**config.mk**
```make
export PLATFORM = sky130hd
export DESIGN_NAME = div_result_display
export DESIGN_NICKNAME = d
export VERILOG_FILES = /design/src/rtl/div_disp_pkg.sv /design/src/rtl/div_result_display_seg7_digit_enc.sv /design/src/rtl/div_result_display.sv
export SDC_FILE = /design/constraint.sdc
export NUM_CORES = 1
export LEC_CHECK = 0
export ABC_CLOCK_PERIOD_IN_PS = 3800
export CAP_MARGIN = 5
export CORE_ASPECT_RATIO = 0.5
export CORE_MARGIN = 1.5
export CORE_UTILIZATION = 40
export CTS_CLUSTER_SIZE = 12
export DETAILED_ROUTE_END_ITERATION = 10
export PLACE_DENSITY_LB_ADDON = 0.1
export SLEW_MARGIN = 20
export SYNTH_ARGS = -nofsm -noshare
export SYNTH_HDL_FRONTEND = slang
export SYNTH_SLANG_ARGS = --single-unit
```
**constraint.sdc**
```tcl
create_clock -name clk -period 3.8 [get_ports clk]
set_input_delay 0.38 -clock clk [delete_from_list [all_inputs] [get_ports clk]]
set_output_delay 0.38 -clock clk [all_outputs]
set_load 0.02 [all_outputs]
```
**src/rtl/div_disp_pkg.sv**
```systemverilog
// div_disp_pkg: shared states, segment patterns and codes for the result display
package div_disp_pkg;

    typedef enum logic [2:0] {
        S_IDLE  = 3'd0,
        S_QSGN  = 3'd1,
        S_QDIG  = 3'd2,
        S_RSGN  = 3'd3,
        S_RDIG  = 3'd4,
        S_BLANK = 3'd5,
        S_ERR   = 3'd6
    } state_t;

    localparam logic [6:0] SEG_BLANK = 7'h00;
    localparam logic [6:0] SEG_MINUS = 7'h40;
    localparam logic [6:0] SEG_E     = 7'h79;

    // entry [0] is the pattern for digit 0
    localparam logic [7:0][6:0] DIGIT_TAB = {
        7'h07, 7'h7D, 7'h6D, 7'h66, 7'h4F, 7'h5B, 7'h06, 7'h3F
    };

    localparam logic [7:0] ERR_CODE = 8'hFF;

    function automatic logic [6:0] digit_seg(input logic [2:0] mag);
        return DIGIT_TAB[mag];
    endfunction

endpackage

```
**src/rtl/div_result_display_seg7_digit_enc.sv**
```systemverilog
// seg7_digit_enc: 3-bit magnitude to active-high a..g segment pattern
module seg7_digit_enc
    import div_disp_pkg::*;
(
    input  logic [2:0] i_mag,
    output logic [6:0] o_seg
);

    assign o_seg = digit_seg(i_mag);

endmodule

```
**src/rtl/div_result_display.sv**
```systemverilog
// div_result_display: captures a divider result byte and cycles it onto one 7-seg digit
module div_result_display
    import div_disp_pkg::*;
#(
    parameter int DWELL_CYCLES = 1000
) (
    input  logic       clk,
    input  logic       rst,
    input  logic [7:0] res_in,
    input  logic       res_valid,
    output logic [6:0] seg_out,
    output logic       dp_out,
    output logic [2:0] phase_out,
    output logic       busy
);

    localparam int CW = (DWELL_CYCLES > 1) ? $clog2(DWELL_CYCLES) : 1;
    localparam logic [CW-1:0] CNT_MAX = CW'(DWELL_CYCLES - 1);

    state_t        r_state;
    logic [CW-1:0] r_cnt;
    logic [7:0]    r_res;
    logic [6:0]    r_seg;
    logic          r_dp;
    logic          r_busy;

    state_t        w_next_state;
    state_t        w_adv;
    logic [CW-1:0] w_next_cnt;
    logic [7:0]    w_next_res;
    logic          w_counting;
    logic          w_expire;
    logic [2:0]    w_mag;
    logic [6:0]    w_digit;
    logic [6:0]    w_seg;
    logic          w_dp;

    // outputs are decoded from the next state so they change on the same edge as the state
    assign w_mag = (w_next_state == S_QDIG) ? w_next_res[2:0] : w_next_res[6:4];

    seg7_digit_enc u_enc (
        .i_mag (w_mag),
        .o_seg (w_digit)
    );

    // state, dwell counter, capture register and registered display outputs
    always_ff @(posedge clk) begin
        if (rst) begin
            r_state <= S_IDLE;
            r_cnt   <= '0;
            r_res   <= '0;
            r_seg   <= SEG_BLANK;
            r_dp    <= 1'b0;
            r_busy  <= 1'b0;
        end else begin
            r_state <= w_next_state;
            r_cnt   <= w_next_cnt;
            r_res   <= w_next_res;
            r_seg   <= w_seg;
            r_dp    <= w_dp;
            r_busy  <= (w_next_state != S_IDLE);
        end
    end

    // next state: a capture always restarts the sequence, even on a dwell-expiry edge
    always_comb begin
        w_counting = (r_state != S_IDLE) && (r_state != S_ERR);
        w_expire   = w_counting && (r_cnt == CNT_MAX);
        w_adv      = r_state;
        case (r_state)
            S_QSGN:  w_adv = S_QDIG;
            S_QDIG:  w_adv = S_RSGN;
            S_RSGN:  w_adv = S_RDIG;
            S_RDIG:  w_adv = S_BLANK;
            S_BLANK: w_adv = S_QSGN;
            default: w_adv = r_state;
        endcase
        w_next_state = res_valid ? ((res_in == ERR_CODE) ? S_ERR : S_QSGN) :
                       w_expire  ? w_adv : r_state;
        w_next_cnt   = (res_valid || w_expire || !w_counting) ? '0 : r_cnt + 1'b1;
        w_next_res   = res_valid ? res_in : r_res;
    end

    // segment and decimal-point pattern for the state being entered
    always_comb begin
        w_seg = (w_next_state == S_QSGN) ? (w_next_res[3] ? SEG_MINUS : SEG_BLANK) :
                (w_next_state == S_RSGN) ? (w_next_res[7] ? SEG_MINUS : SEG_BLANK) :
                (w_next_state == S_QDIG || w_next_state == S_RDIG) ? w_digit :
                (w_next_state == S_ERR)  ? SEG_E : SEG_BLANK;
        w_dp  = (w_next_state == S_RSGN) || (w_next_state == S_RDIG);
    end

    assign seg_out   = r_seg;
    assign dp_out    = r_dp;
    assign phase_out = r_state;
    assign busy      = r_busy;

endmodule

```
==> run summary <==
Max Cap Violations = 0
Share of synthesized area occupied by flip-flops and latches = 0.3313
Req. time, crit path = 4.00 ns
Switch share = 0.2545
Proportion of layout cells with a drive suffix above 1 = 0.1202
Worst hold slack = 0.4626 ns
Vias after detailed routing = 1571
Critical Path Fanout Max = 7
Slew Limit Fails = 0
CP Class = register to register
Count of cell types in the netlist = 59
Commonest non-fill, non-tap cell in the layout = sky130_fd_sc_hd__dfxtp_1
Largest net degree at the start of global routing = 27
Number of nets in the final layout = 251
Clk slew on worst S/H paths = 0.06 ns
Quantity of I/O buffers inserted on ports = 22
Number of remaining DRC errors = 0
Number of detailed-route iterations in the first pass = 4
Primary FF master, synth = sky130_fd_sc_hd__dfxtp_1
Latest clock arrival within the worst-skew pair = 0.28 ns
Horizontal die dimension = 98.21 um
Highest attainable clock frequency = 294.6 MHz
Relative slew margins = 0.4211
Leading cell types in the layout, fill and taps excluded = sky130_fd_sc_hd__dfxtp_1, sky130_fd_sc_hd__clkdlybuf4s50_1, sky130_fd_sc_hd__nor2_1, sky130_fd_sc_hd__nand2_1, sky130_fd_sc_hd__mux2i_1
Reg2Reg Launch Point = phase_out[1]$_SDFF_PP0_
IR drop worst, VDD = 0.1216 mV
Xor-xnor portion of the synthesized cell area = 0.03865
Switching Power = 171.9 uW
Worst slack at placement = 0.3023 ns
Multiplexer area fraction after synthesis = 0.07453
Root buffer selected by CTS = sky130_fd_sc_hd__clkbuf_8
Sequential group share of total power = 0.488
Static leakage = 0.0007569 uW
DP HPWL = 3042 um
Post-synthesis register bit count = 30
Area growth syn-to-layout = 22.02%
Final hold viol count = 0
Initial antenna violation count = 0
Crit path arrival time = 3.59 ns
Synthesized area divided by synthesized cell count = 8.844 um2
Fraction of the cycle the final worst path needs = 0.8933
Internal cell power = 503.3 uW
GP Congestion = 0.9196
Buffers from clock root to sink, at most = 2
Gate power share = 0.115
Hold Path Origin = r_cnt[0]$_SDFF_PP0_
Accumulated negative setup slack = 0 ns
Minimum setup slack among reg-to-reg paths = 0.41 ns
CTS Buf Count = 5
Htree depth = 2
Die Span Y = 50.61 um
Run status = finished, final reports clean
Number of synthesized flops with an enable pin = 0
Vias per cell = 5.417
Worst slew pin tran = 0.8684 ns
Hold path cells = 1
Wire length of the first global-routing pass = 6768 um
Remaining antenna violation count = 0
Setup repair after global routing missed its margin = false
Fin crit period = 3.395 ns
FF-to-FF End = seg_out[6]$_SDFF_PP0_
Clock tree from TritonCTS = built
Post-synthesis adder-cell area fraction = 0.05521
Kind of end point of the critical path = register
Power share of the clock group = 0.398
Violation count after the first detailed-route iteration = 64
Ports placed on the boundary = 23
Initial Utilization = 0.4138
Largest family of logic cells by synthesized area = simple AND/OR/NAND/NOR gates
Smallest setup slack after layout = 0.4054 ns
Number of antenna repair diodes = 0
Avg WL per Cell = 14.08 um
Post-synthesis cell area = 1813 um2
Standard-cell rows = 17
Synth Warn # = 0
Hold WC Path Type = register to register
Ys async rst share = 0
Area fraction in compound gates after synthesis = 0.1981
Total of hold buffers inserted after clock tree synthesis = 0
Number of sinks on the clock net = 30
Vias in the first global route = 1427
Post-synthesis simple-gate area fraction = 0.2581
Number of cell instances on the worst register-to-register path = 14
Power per unit of standard cell area = 305.2 nW/um2
Die area = 4970 um2
Total setup violations reported at the end of the flow = 0
Syn_nets = 224
Placeable core region = 4382 um2
Cells taking the most area after synthesis = sky130_fd_sc_hd__dfxtp_1, sky130_fd_sc_hd__mux2i_1, sky130_fd_sc_hd__ha_1
Number of cells produced by synthesis = 205
Layout Utilization = 0.5049
CP Launch Type = register
Area share of the largest cell type after synthesis = 0.3313
Synth area leader = sky130_fd_sc_hd__dfxtp_1
Global router's overall resource usage = 0.1779
Clock skew after layout = 0.001579 ns
Sum of overflow across all layers after global routing = 0
Total wirelength of the detailed-routed design = 4082 um
End of the worst hold path = r_cnt[0]$_SDFF_PP0_
## layout make-up
class	count	area (um2)
clock inverters	1	5.005
well taps	57	71.32
inverters	8	30.03
flip-flops and latches	30	600.6
multi-input cells	157	1139
repair buffers	30	280.3
clock buffers	7	86.33
fillers	437	2170
## per-stage QoR
stage	total power (uW)	area [um2]	instances
finish	675.2	2212	290
detailed placement	411.4	2100	280
global placement	410.5	2100	280
floorplan	384.8	1813	205
CTS	683.5	2191	288
global route	712.4	2212	290
## state kept, by name (all words and copies together), names as in the netlist
signal	cells
r_cnt	10
busy	1
seg_out	7
r_res	8
dp_out	1
phase_out	3
## Yosys cell counts (all sizes together) (2+ instances only)
| library cell | instances |
|---|---|
| inv | 8 |
| and4 | 3 |
| or4 | 2 |
| nor2 | 18 |
| a211oi | 2 |
| nor2b | 2 |
| a31oi | 2 |
| ha | 8 |
| nand2b | 2 |
| a41oi | 2 |
| xor2 | 5 |
| xnor2 | 3 |
| a21oi | 9 |
| dfxtp | 30 |
| o21ai | 8 |
| buf | 4 |
| nand4b | 2 |
| nand2 | 17 |
| nand3 | 6 |
| mux2i | 12 |
| o31ai | 5 |
| and2 | 2 |
| o211ai | 2 |
| clkbuf | 6 |
| or3b | 2 |
| nor4b | 2 |
| o41ai | 3 |
| o21a | 5 |
| or3 | 2 |
| nor4 | 6 |
| nand4 | 3 |
| o31a | 2 |
| nor3 | 7 |
## power groups by stage
stage                     Combinational, uW  Clock, uW  Sequential (uW)
after floorplan                        50.0          0              335
after detailed placement               75.2          0              336
after global placement                 74.4          0              336
after global routing                   86.1        296              330
after CTS                              75.3        279              329
final                                  77.4        269              329
## critical path, stage by stage, from the launching register on
cell                       delay (ns)
sky130_fd_sc_hd__dfxtp_1         0.32
sky130_fd_sc_hd__inv_1           0.08
sky130_fd_sc_hd__ha_1            0.37
sky130_fd_sc_hd__and2_1          0.20
sky130_fd_sc_hd__o41ai_1         0.45
sky130_fd_sc_hd__nand3_2         0.21
sky130_fd_sc_hd__nor3_4          0.32
sky130_fd_sc_hd__mux2i_1         0.27
sky130_fd_sc_hd__o21ai_0         0.18
sky130_fd_sc_hd__ha_1            0.31
sky130_fd_sc_hd__nand2_1         0.09
sky130_fd_sc_hd__o21ai_0         0.06
sky130_fd_sc_hd__o21ai_0         0.15
sky130_fd_sc_hd__mux2i_1         0.10
sky130_fd_sc_hd__a211oi_1        0.20
## how the worst max path moves through the flow
stage	slack, ns	end	start
2_1_floorplan	0.15	seg_out[6]$_SDFF_PP0_	phase_out[1]$_SDFF_PP0_
3_3_place_gp	0.47	seg_out[6]$_SDFF_PP0_	phase_out[1]$_SDFF_PP0_
3_5_place_dp	0.30	seg_out[6]$_SDFF_PP0_	phase_out[1]$_SDFF_PP0_
4_1_cts	0.29	seg_out[6]$_SDFF_PP0_	phase_out[1]$_SDFF_PP0_
5_1_grt	0.08	seg_out[6]$_SDFF_PP0_	phase_out[1]$_SDFF_PP0_
6_report	0.41	seg_out[6]$_SDFF_PP0_	phase_out[1]$_SDFF_PP0_
## metal layers
layer / global-route usage / share of wire
met1: 0.2428 / 0.53
met2: 0.2667 / 0.43
met3: 0.05014 / 0.031
met4: 0.07042 / 0.012
met5: 0 / 0
## kinds of logic after synthesis
kind of cell / Yosys count
AO/OA/AOI/OAI: 47
XOR/XNOR: 8
adder cells (fa/ha/maj): 8
buffers and inverters: 18
flip-flops: 30
multiplexers: 13
AND/OR/NAND/NOR: 81
## timing repair
action,4_1_cts,5_1_grt
buffers inserted,0,2
setup endpoints to repair,0,1
gates resized for setup,0,1
Power figures use the tool's default switching activity.
